**src/rtl/conv_requant_fifo_if.sv**
```systemverilog
// Interface bundling the result input strobe and the downstream valid/ready
// drain port of conv_requant_fifo, plus its status outputs.
interface conv_requant_fifo_if #(
  parameter int IN_W  = 24,
  parameter int OUT_W = 12,
  parameter int AW    = 3
);
  logic              in_valid;
  logic [IN_W-1:0]   in_data;
  logic              out_ready;
  logic              out_valid;
  logic [OUT_W-1:0]  out_data;
  logic [AW:0]       fifo_level;
  logic              sat_flag;
  logic              overflow;

  // Producer/consumer side: feeds results, accepts samples.
  modport master (
    output in_valid, in_data, out_ready,
    input  out_valid, out_data, fifo_level, sat_flag, overflow
  );

  // Requantiser side.
  modport slave (
    input  in_valid, in_data, out_ready,
    output out_valid, out_data, fifo_level, sat_flag, overflow
  );
endinterface

```
**src/rtl/conv_requant_fifo.sv**
```systemverilog
// conv_requant_fifo: scales 24-bit signed convolution results by an
// arithmetic right shift, saturates them to 12 bits and buffers them in a
// DEPTH-entry FIFO drained over valid/ready.
// Build option: define CONV_REQ_ROUND_EN for round-half-up scaling;
// left undefined, scaling is plain truncation (floor).
module conv_requant_fifo #(
  parameter int IN_W  = 24,
  parameter int OUT_W = 12,
  parameter int SHIFT = 4,
  parameter int DEPTH = 8,
  parameter int AW    = 3
) (
  input  logic               clk,
  input  logic               reset,
  conv_requant_fifo_if.slave bus
);
  // One guard bit so the rounding add cannot wrap.
  localparam int EW = IN_W + 1;

`ifdef CONV_REQ_ROUND_EN
  localparam logic signed [EW-1:0] RND = EW'(1 << (SHIFT - 1));
`else
  localparam logic signed [EW-1:0] RND = '0;
`endif

  localparam logic signed [EW-1:0] SAT_MAX = EW'((2 ** (OUT_W - 1)) - 1);
  localparam logic signed [EW-1:0] SAT_MIN = EW'(-(2 ** (OUT_W - 1)));
  localparam logic [OUT_W-1:0]     OUT_MAX = {1'b0, {(OUT_W - 1){1'b1}}};
  localparam logic [OUT_W-1:0]     OUT_MIN = {1'b1, {(OUT_W - 1){1'b0}}};
  localparam logic [AW:0]          LEVEL_FULL = (AW + 1)'(DEPTH);
  localparam logic [AW:0]          LEVEL_ONE  = (AW + 1)'(1);

  // Stage 1/2 pipeline state
  logic signed [EW-1:0] s1_reg;
  logic                 v1_reg;
  logic [OUT_W-1:0]     s2_reg;
  logic                 v2_reg;
  logic                 sat_flag_reg;

  // FIFO state
  logic [OUT_W-1:0]     mem [DEPTH];
  logic [AW-1:0]        wr_ptr_reg;
  logic [AW-1:0]        rd_ptr_reg;
  logic [AW:0]          level_reg;
  logic [AW:0]          level_next;

  logic signed [EW-1:0] in_ext;
  logic signed [EW-1:0] scaled;
  logic                 sat_hi;
  logic                 sat_lo;
  logic [OUT_W-1:0]     clamped;
  logic                 full;
  logic                 pop;
  logic                 push;

  assign in_ext  = EW'($signed(bus.in_data));
  assign scaled  = (in_ext + RND) >>> SHIFT;

  assign sat_hi  = s1_reg > SAT_MAX;
  assign sat_lo  = s1_reg < SAT_MIN;
  assign clamped = sat_hi ? OUT_MAX : (sat_lo ? OUT_MIN : s1_reg[OUT_W-1:0]);

  // A pop in the same cycle frees a slot, so a full FIFO still accepts a push.
  assign full = (level_reg == LEVEL_FULL);
  assign pop  = (level_reg != '0) && bus.out_ready;
  assign push = v2_reg && (!full || pop);

  assign bus.overflow   = v2_reg && full && !pop;
  assign bus.out_valid  = (level_reg != '0);
  assign bus.out_data   = mem[rd_ptr_reg];
  assign bus.fifo_level = level_reg;
  assign bus.sat_flag   = sat_flag_reg;

  // Data path registers; validity is tracked separately so these need no reset.
  always_ff @(posedge clk) begin
    s1_reg <= scaled;
    s2_reg <= clamped;
  end

  // Pipeline valids and the sticky saturation flag.
  always_ff @(posedge clk) begin
    if (!reset) begin
      v1_reg       <= 1'b0;
      v2_reg       <= 1'b0;
      sat_flag_reg <= 1'b0;
    end else begin
      v1_reg <= bus.in_valid;
      v2_reg <= v1_reg;
      if (v1_reg && (sat_hi || sat_lo)) begin
        sat_flag_reg <= 1'b1;
      end
    end
  end

  // Occupancy: unchanged when push and pop coincide.
  always_comb begin
    level_next = level_reg;
    if (push && !pop) begin
      level_next = level_reg + LEVEL_ONE;
    end else if (pop && !push) begin
      level_next = level_reg - LEVEL_ONE;
    end
  end

  // Pointers and level; pointers wrap naturally at DEPTH.
  always_ff @(posedge clk) begin
    if (!reset) begin
      wr_ptr_reg <= '0;
      rd_ptr_reg <= '0;
      level_reg  <= '0;
    end else begin
      if (push) begin
        wr_ptr_reg <= wr_ptr_reg + 1'b1;
      end
      if (pop) begin
        rd_ptr_reg <= rd_ptr_reg + 1'b1;
      end
      level_reg <= level_next;
    end
  end

  // Sample storage; contents are left alone during reset.
  always_ff @(posedge clk) begin
    if (reset && push) begin
      mem[wr_ptr_reg] <= s2_reg;
    end
  end
endmodule
```
**src/flat_wrapper.sv**
```systemverilog
// flat-port wrapper written by rule: the top's interface ports become plain ports
module conv_requant_fifo_flat 
#(
  parameter int IN_W  = 24,
  parameter int OUT_W = 12,
  parameter int SHIFT = 4,
  parameter int DEPTH = 8,
  parameter int AW    = 3
)
  (clk, reset, bus_in_valid, bus_in_data, bus_out_ready, bus_out_valid, bus_out_data, bus_fifo_level, bus_sat_flag, bus_overflow);
  conv_requant_fifo_if #(.IN_W(IN_W), .OUT_W(OUT_W), .AW(AW)) bus_i ();
  input  logic clk;
  input  logic reset;
  input wire logic [$bits(bus_i.in_valid)-1:0] bus_in_valid;
  input wire logic [$bits(bus_i.in_data)-1:0] bus_in_data;
  input wire logic [$bits(bus_i.out_ready)-1:0] bus_out_ready;
  output wire logic [$bits(bus_i.out_valid)-1:0] bus_out_valid;
  output wire logic [$bits(bus_i.out_data)-1:0] bus_out_data;
  output wire logic [$bits(bus_i.fifo_level)-1:0] bus_fifo_level;
  output wire logic [$bits(bus_i.sat_flag)-1:0] bus_sat_flag;
  output wire logic [$bits(bus_i.overflow)-1:0] bus_overflow;
  assign bus_i.in_valid = bus_in_valid;
  assign bus_i.in_data = bus_in_data;
  assign bus_i.out_ready = bus_out_ready;
  assign bus_out_valid = bus_i.out_valid;
  assign bus_out_data = bus_i.out_data;
  assign bus_fifo_level = bus_i.fifo_level;
  assign bus_sat_flag = bus_i.sat_flag;
  assign bus_overflow = bus_i.overflow;
  conv_requant_fifo #(.IN_W(IN_W), .OUT_W(OUT_W), .SHIFT(SHIFT), .DEPTH(DEPTH), .AW(AW)) u_core (.clk(clk), .reset(reset), .bus(bus_i));
endmodule
```
**config.mk**
```make
export PLATFORM = sky130hd
export DESIGN_NAME = conv_requant_fifo_flat
export DESIGN_NICKNAME = d
export VERILOG_FILES = /design/src/rtl/conv_requant_fifo_if.sv /design/src/rtl/conv_requant_fifo.sv /design/src/flat_wrapper.sv
export SDC_FILE = /design/constraint.sdc
export NUM_CORES = 1
export LEC_CHECK = 0
export CORE_AREA = 2 2 106 108
export DETAILED_ROUTE_END_ITERATION = 7
export DIE_AREA = 0 0 108 110
export GPL_TIMING_DRIVEN = 0
export PLACE_DENSITY = 0.75
export SYNTH_ARGS = -nofsm -noshare
export SYNTH_HDL_FRONTEND = slang
export SYNTH_SLANG_ARGS = --single-unit
```
**constraint.sdc**
```tcl
create_clock -name clk -period 7.3 [get_ports clk]
set_clock_uncertainty 0.05 [all_clocks]
set_input_delay 2.19 -clock clk [delete_from_list [all_inputs] [get_ports clk]]
set_output_delay 2.19 -clock clk [all_outputs]
set_load 0.02 [all_outputs]
```
## After elaboration in Yosys (flattened, before gate mapping)

Memory sizes are Yosys's and may differ from the RTL's. A register that Yosys moved wholly into a read port is not among the register bits.
Index checks and enable logic that the tools add are counted.

- Register bits after elaboration: 45
- RAM bits: 96
- Bits of input ports: 28
- Output and inout port bits: 19
- Logic and storage cells: 38
- Memories: 1

Memories:

| memory | words | width | read ports | clocked after memory_dff | wr ports | RTL line | text |
|---|---|---|---|---|---|---|---|
| u_core.mem | 8 | 12 | 1 | 1 | 1 | conv_requant_fifo.sv:41 | `logic [OUT_W-1:0] mem [DEPTH];` |

- $add $sub $neg: 4
- Order comparisons: 2
- Eq/ne operators: 1
- Multiplexer cells: 7
- Reductions and logical operators: 15

Operators with widths:

| kind | number |
|---|---|
| > comparator 20 x 12 -> 1 bit, second input constant | 1 |
| < comparator 20 x 12 -> 1 bit, second input constant | 1 |
| 2-to-1 mux 12 bit | 1 |
| logical AND 1 bit | 8 |
| 2-to-1 mux 4 bit | 2 |
| adder 3 x 1 -> 3 bit, second input constant | 2 |
| 2-to-1 mux 3 bit | 2 |
| adder 4 x 1 -> 4 bit, second input constant | 1 |
| == test 4 bit, second input constant | 1 |
| nonzero test 4 bit | 1 |
| subtractor 4 x 1 -> 4 bit, second input constant | 1 |
| zero test 1 bit | 3 |
| logical OR 1 bit | 2 |
| 2-to-1 mux 1 bit | 2 |
| nonzero test 2 bit | 1 |

## Depth between registers and ports, before layout

Gate-level depths: netlist (run 1).

- Depth after elaboration: 8
- Mapped depth: 10
- Mapped depth without buffers: 10

## Least setup slack after synthesis (run 1)

OpenSTA, ideal clock, no wires.

- Path kind: input to output
- Start: input bus_out_ready
- End: output bus_overflow
- Data arrival time: 2.521 ns
- Data required time: 5.060 ns
- Path slack: 2.539 ns
- Stages on the path: 2
- Buffers on the path: 0
- Cells stage by stage: inv_1 -> and4_1

- Word-level cells in the longest chain between the ends: 3

RTL lines:

| item | RTL line | text |
|---|---|---|
| start, declared | flat_wrapper.sv:16 | `input wire logic [$bits(bus_i.out_ready)-1:0] bus_out_ready;` |
| logical AND 1 bit | conv_requant_fifo.sv:65 | `assign pop = (level_reg != '0) && bus.out_ready;` |
| zero test 1 bit | conv_requant_fifo.sv:68 | `assign bus.overflow = v2_reg && full && !pop;` |
| logical AND 1 bit | conv_requant_fifo.sv:68 |  |
| end, declared | flat_wrapper.sv:21 | `output wire logic [$bits(bus_i.overflow)-1:0] bus_overflow;` |

No other way between the ends.

## Worst setup path in the final report (run 1)

Same ends and word-level chain as after synthesis.

==> results of run 1 <==
metal layers:
metal	up-vias	track usage	part of all wire
met4	0	0.08150	0.019
met3	14	0.04997	0.048
met1	1295	0.2021	0.41
met2	72	0.2835	0.52
li1	1230	-	-
met5	-	0	0
cell families after synthesis:
| family | share of synthesized area |
|---|---|
| buffers and inverters | 0.01698 |
| DFF | 0.7346 |
| and+or+nand+nor | 0.04687 |
| AOI/OAI and AO/OA | 0.02917 |
| adders and majority gates | 0.01578 |
| muxes | 0.1499 |
| xor gates and xnor gates | 0.006695 |
power by group through the flow:
stage	clock network (uW)	logic [uW]	registers, uW
6_report	829	450	936
5_1_grt	877	482	942
4_1_cts	842	456	937
3_5_place_dp	0	453	954
3_3_place_gp	0	444	951
2_1_floorplan	0	297	957
final timing paths:
path,to,startpoint,slack [ps],depth (start not counted)
max,bus_overflow,bus_out_ready,1530,4
min,u_core.s2_reg[9],u_core.s1_reg[9],370,1
max reg2reg,u_core.mem[7][8],u_core.bus.fifo_level[0],4730,5
min reg2reg,u_core.s2_reg[9],u_core.s1_reg[9],370,1
cells in the mapped netlist, types with 3 or more instances:
| library cell | number |
|---|---|
| o21ai_0 | 3 |
| inv_1 | 4 |
| nand2b_1 | 3 |
| dfxtp_1 | 48 |
| mux2_2 | 12 |
| nor2_1 | 4 |
| and2_1 | 7 |
| mux4_2 | 3 |
| edfxtp_1 | 96 |
| a21boi_0 | 3 |
| xnor2_1 | 4 |
| nor4_1 | 4 |
| clkbuf_1 | 8 |
| a21o_1 | 11 |
| mux4_1 | 21 |
| buf_6 | 3 |
| nand3_1 | 4 |
| nand2_1 | 10 |
| mux2i_1 | 3 |
| ha_1 | 5 |
| nor3_1 | 3 |
worst max-delay path, stage by stage:
cell             delay (ps)
clkdlybuf4s50_1         470
inv_1                   100
and4_1                  180
clkdlybuf4s50_1         600
final cells by class:
cell class / count / area [um2] / share of cell area
tap: 140 / 175.2 / 0.02684
buffer: 13 / 73.82 / 0.01131
timing repair buffer: 50 / 489.2 / 0.07496
inverter: 4 / 15.01 / 0.002301
sequential: 144 / 3844 / 0.5890
multi-input combinational: 115 / 1335 / 0.2046
clock buffer: 23 / 531.8 / 0.08148
clock inverter: 9 / 62.56 / 0.009586
per-stage QoR:
stage	cell area (um2)	hold WS (ps)	std cells
after floorplan	5233	353.5	276
after global placement	5818	361.8	457
after detailed placement	5932	359.4	466
after CTS	6526	373.7	498
after global routing	6526	394.8	498
final	6526	372.7	498
==> results.toml, run 1 <==
[outcome]
status = "finished clean"

[cts]
clock_path_buffers = 2
cts_buffers = 17
insertion_delay_ps = 520
cts_tree = "done"
cts-resized-gates = 0
hold_buffers = 0
cts.root.buffer_cell = "clkbuf_8"
cts.sinks = 144
post_cts_buffers = 0
htree_levels = 4
path_clk_slew_ps = 60

[floorplan]
die_x_um = 108
initial_core_util = 0.4891
core_um2 = 10700
die_h_um = 110
row_count = 38
dieArea_um2 = 11880
pin_count = 47

[drt]
wirelength_mm = 9.135
drc_errors = 0
post_drt_wl_per_cell_um = 18.34
vias = 2611
drt_iter0_markers = 172
drtAntennaViolNets = 0
drtPass1Iterations = 4
via_per_inst = 5.243

[placement]
gp_congestion = 0.7535
pre_cts_slack_ps = 1528
port_buffers = 41
dp_hpwl_mm = 5.832

[power_and_ir_drop]
p_int_uw = 1663
p_seq_frac = 0.423
p_sw_frac = 0.2490
power.density_nw_per_um2 = 339.3
clkPwrFrac = 0.374
p_leak_uw = 0.002286
p_switching_uw = 551.5
p_comb_frac = 0.203
ir_drop_mv = 0.1651
power_uw = 2215

[layout]
antenna_cells = 0
final_nets = 379
largest_register_ffs = 96
final_core_util = 0.6101
final_common_cell = "edfxtp_1"
fillers = 779
area_growth_pct = 24.73
drive_above_1_share = 0.1927
final_cell_mix = "edfxtp_1, dfxtp_1, clkdlybuf4s50_1, mux4_1, clkbuf_16"

[min_path]
hp-class = "reg -> reg"

[timing]
setup_viol = 0
slew_viol_final = 0
layout_setup_ws_ps = 1532
finalHoldViolations = 0
max_clock_freq_mhz = 173.4
period_minus_slack_ps = 5768
setup-tns-final_ps = 0
slew_headroom = 0.1827
grt_setup_unrepaired = "false"
min_period_over_period = 0.7902
worst_slew_pin_slew_ps = 1221

[synth]
synth-edff-count = 96
ys_top_cells_by_area = "edfxtp_1, dfxtp_1, mux4_1"
synth_top_area_cell = "edfxtp_1"
async_flop_share = 0
syn_nets = 310
synth_cell_types = 34
syn_area_per_cell_um2 = 18.96
ys.flop_type = "edfxtp_1"
synth_top_area_frac = 0.5509
netlist_area_um2 = 5233
seq_area_frac_synth = 0.7346
netlist_instances = 276
yosysWarnings = 0
synth_seq_cells = 144

[global_route]
antenna_found_initial = 0
grt_first_pass_wirelength_mm = 14.04
grt_pass1_vias = 2643
grt_util_all_layers = 0.1691
overflow = 0
grt_max_degree = 17

[worst_setup_path]
crit_fanout = 4
start_kind = "input pin"
cp-end-kind = "output pin"
critical_path_class = "in -> out"
crit_arrival_ps = 3530
cp_data_required_time_ps = 5060

[run]
max_cap_viol_count = 0
(Power assumes the default switching activity.)
==> inputs of run 2 (changes only) <==
clock period = 5.9 ns   (was 7.3 ns; I/O delays follow)
==> results of run 2 <==
The final DEF is identical to that of run 1. Status: finished clean.
Among the figures that moved: setup slack after placement 1528 ps -> 967.9 ps; setup slack after layout 1532 ps -> 971.5 ps; register-to-register setup slack 4730 ps -> 3330 ps; total power 2215 uW -> 2740 uW; worst IR drop on VDD 0.1651 mV -> 0.2043 mV
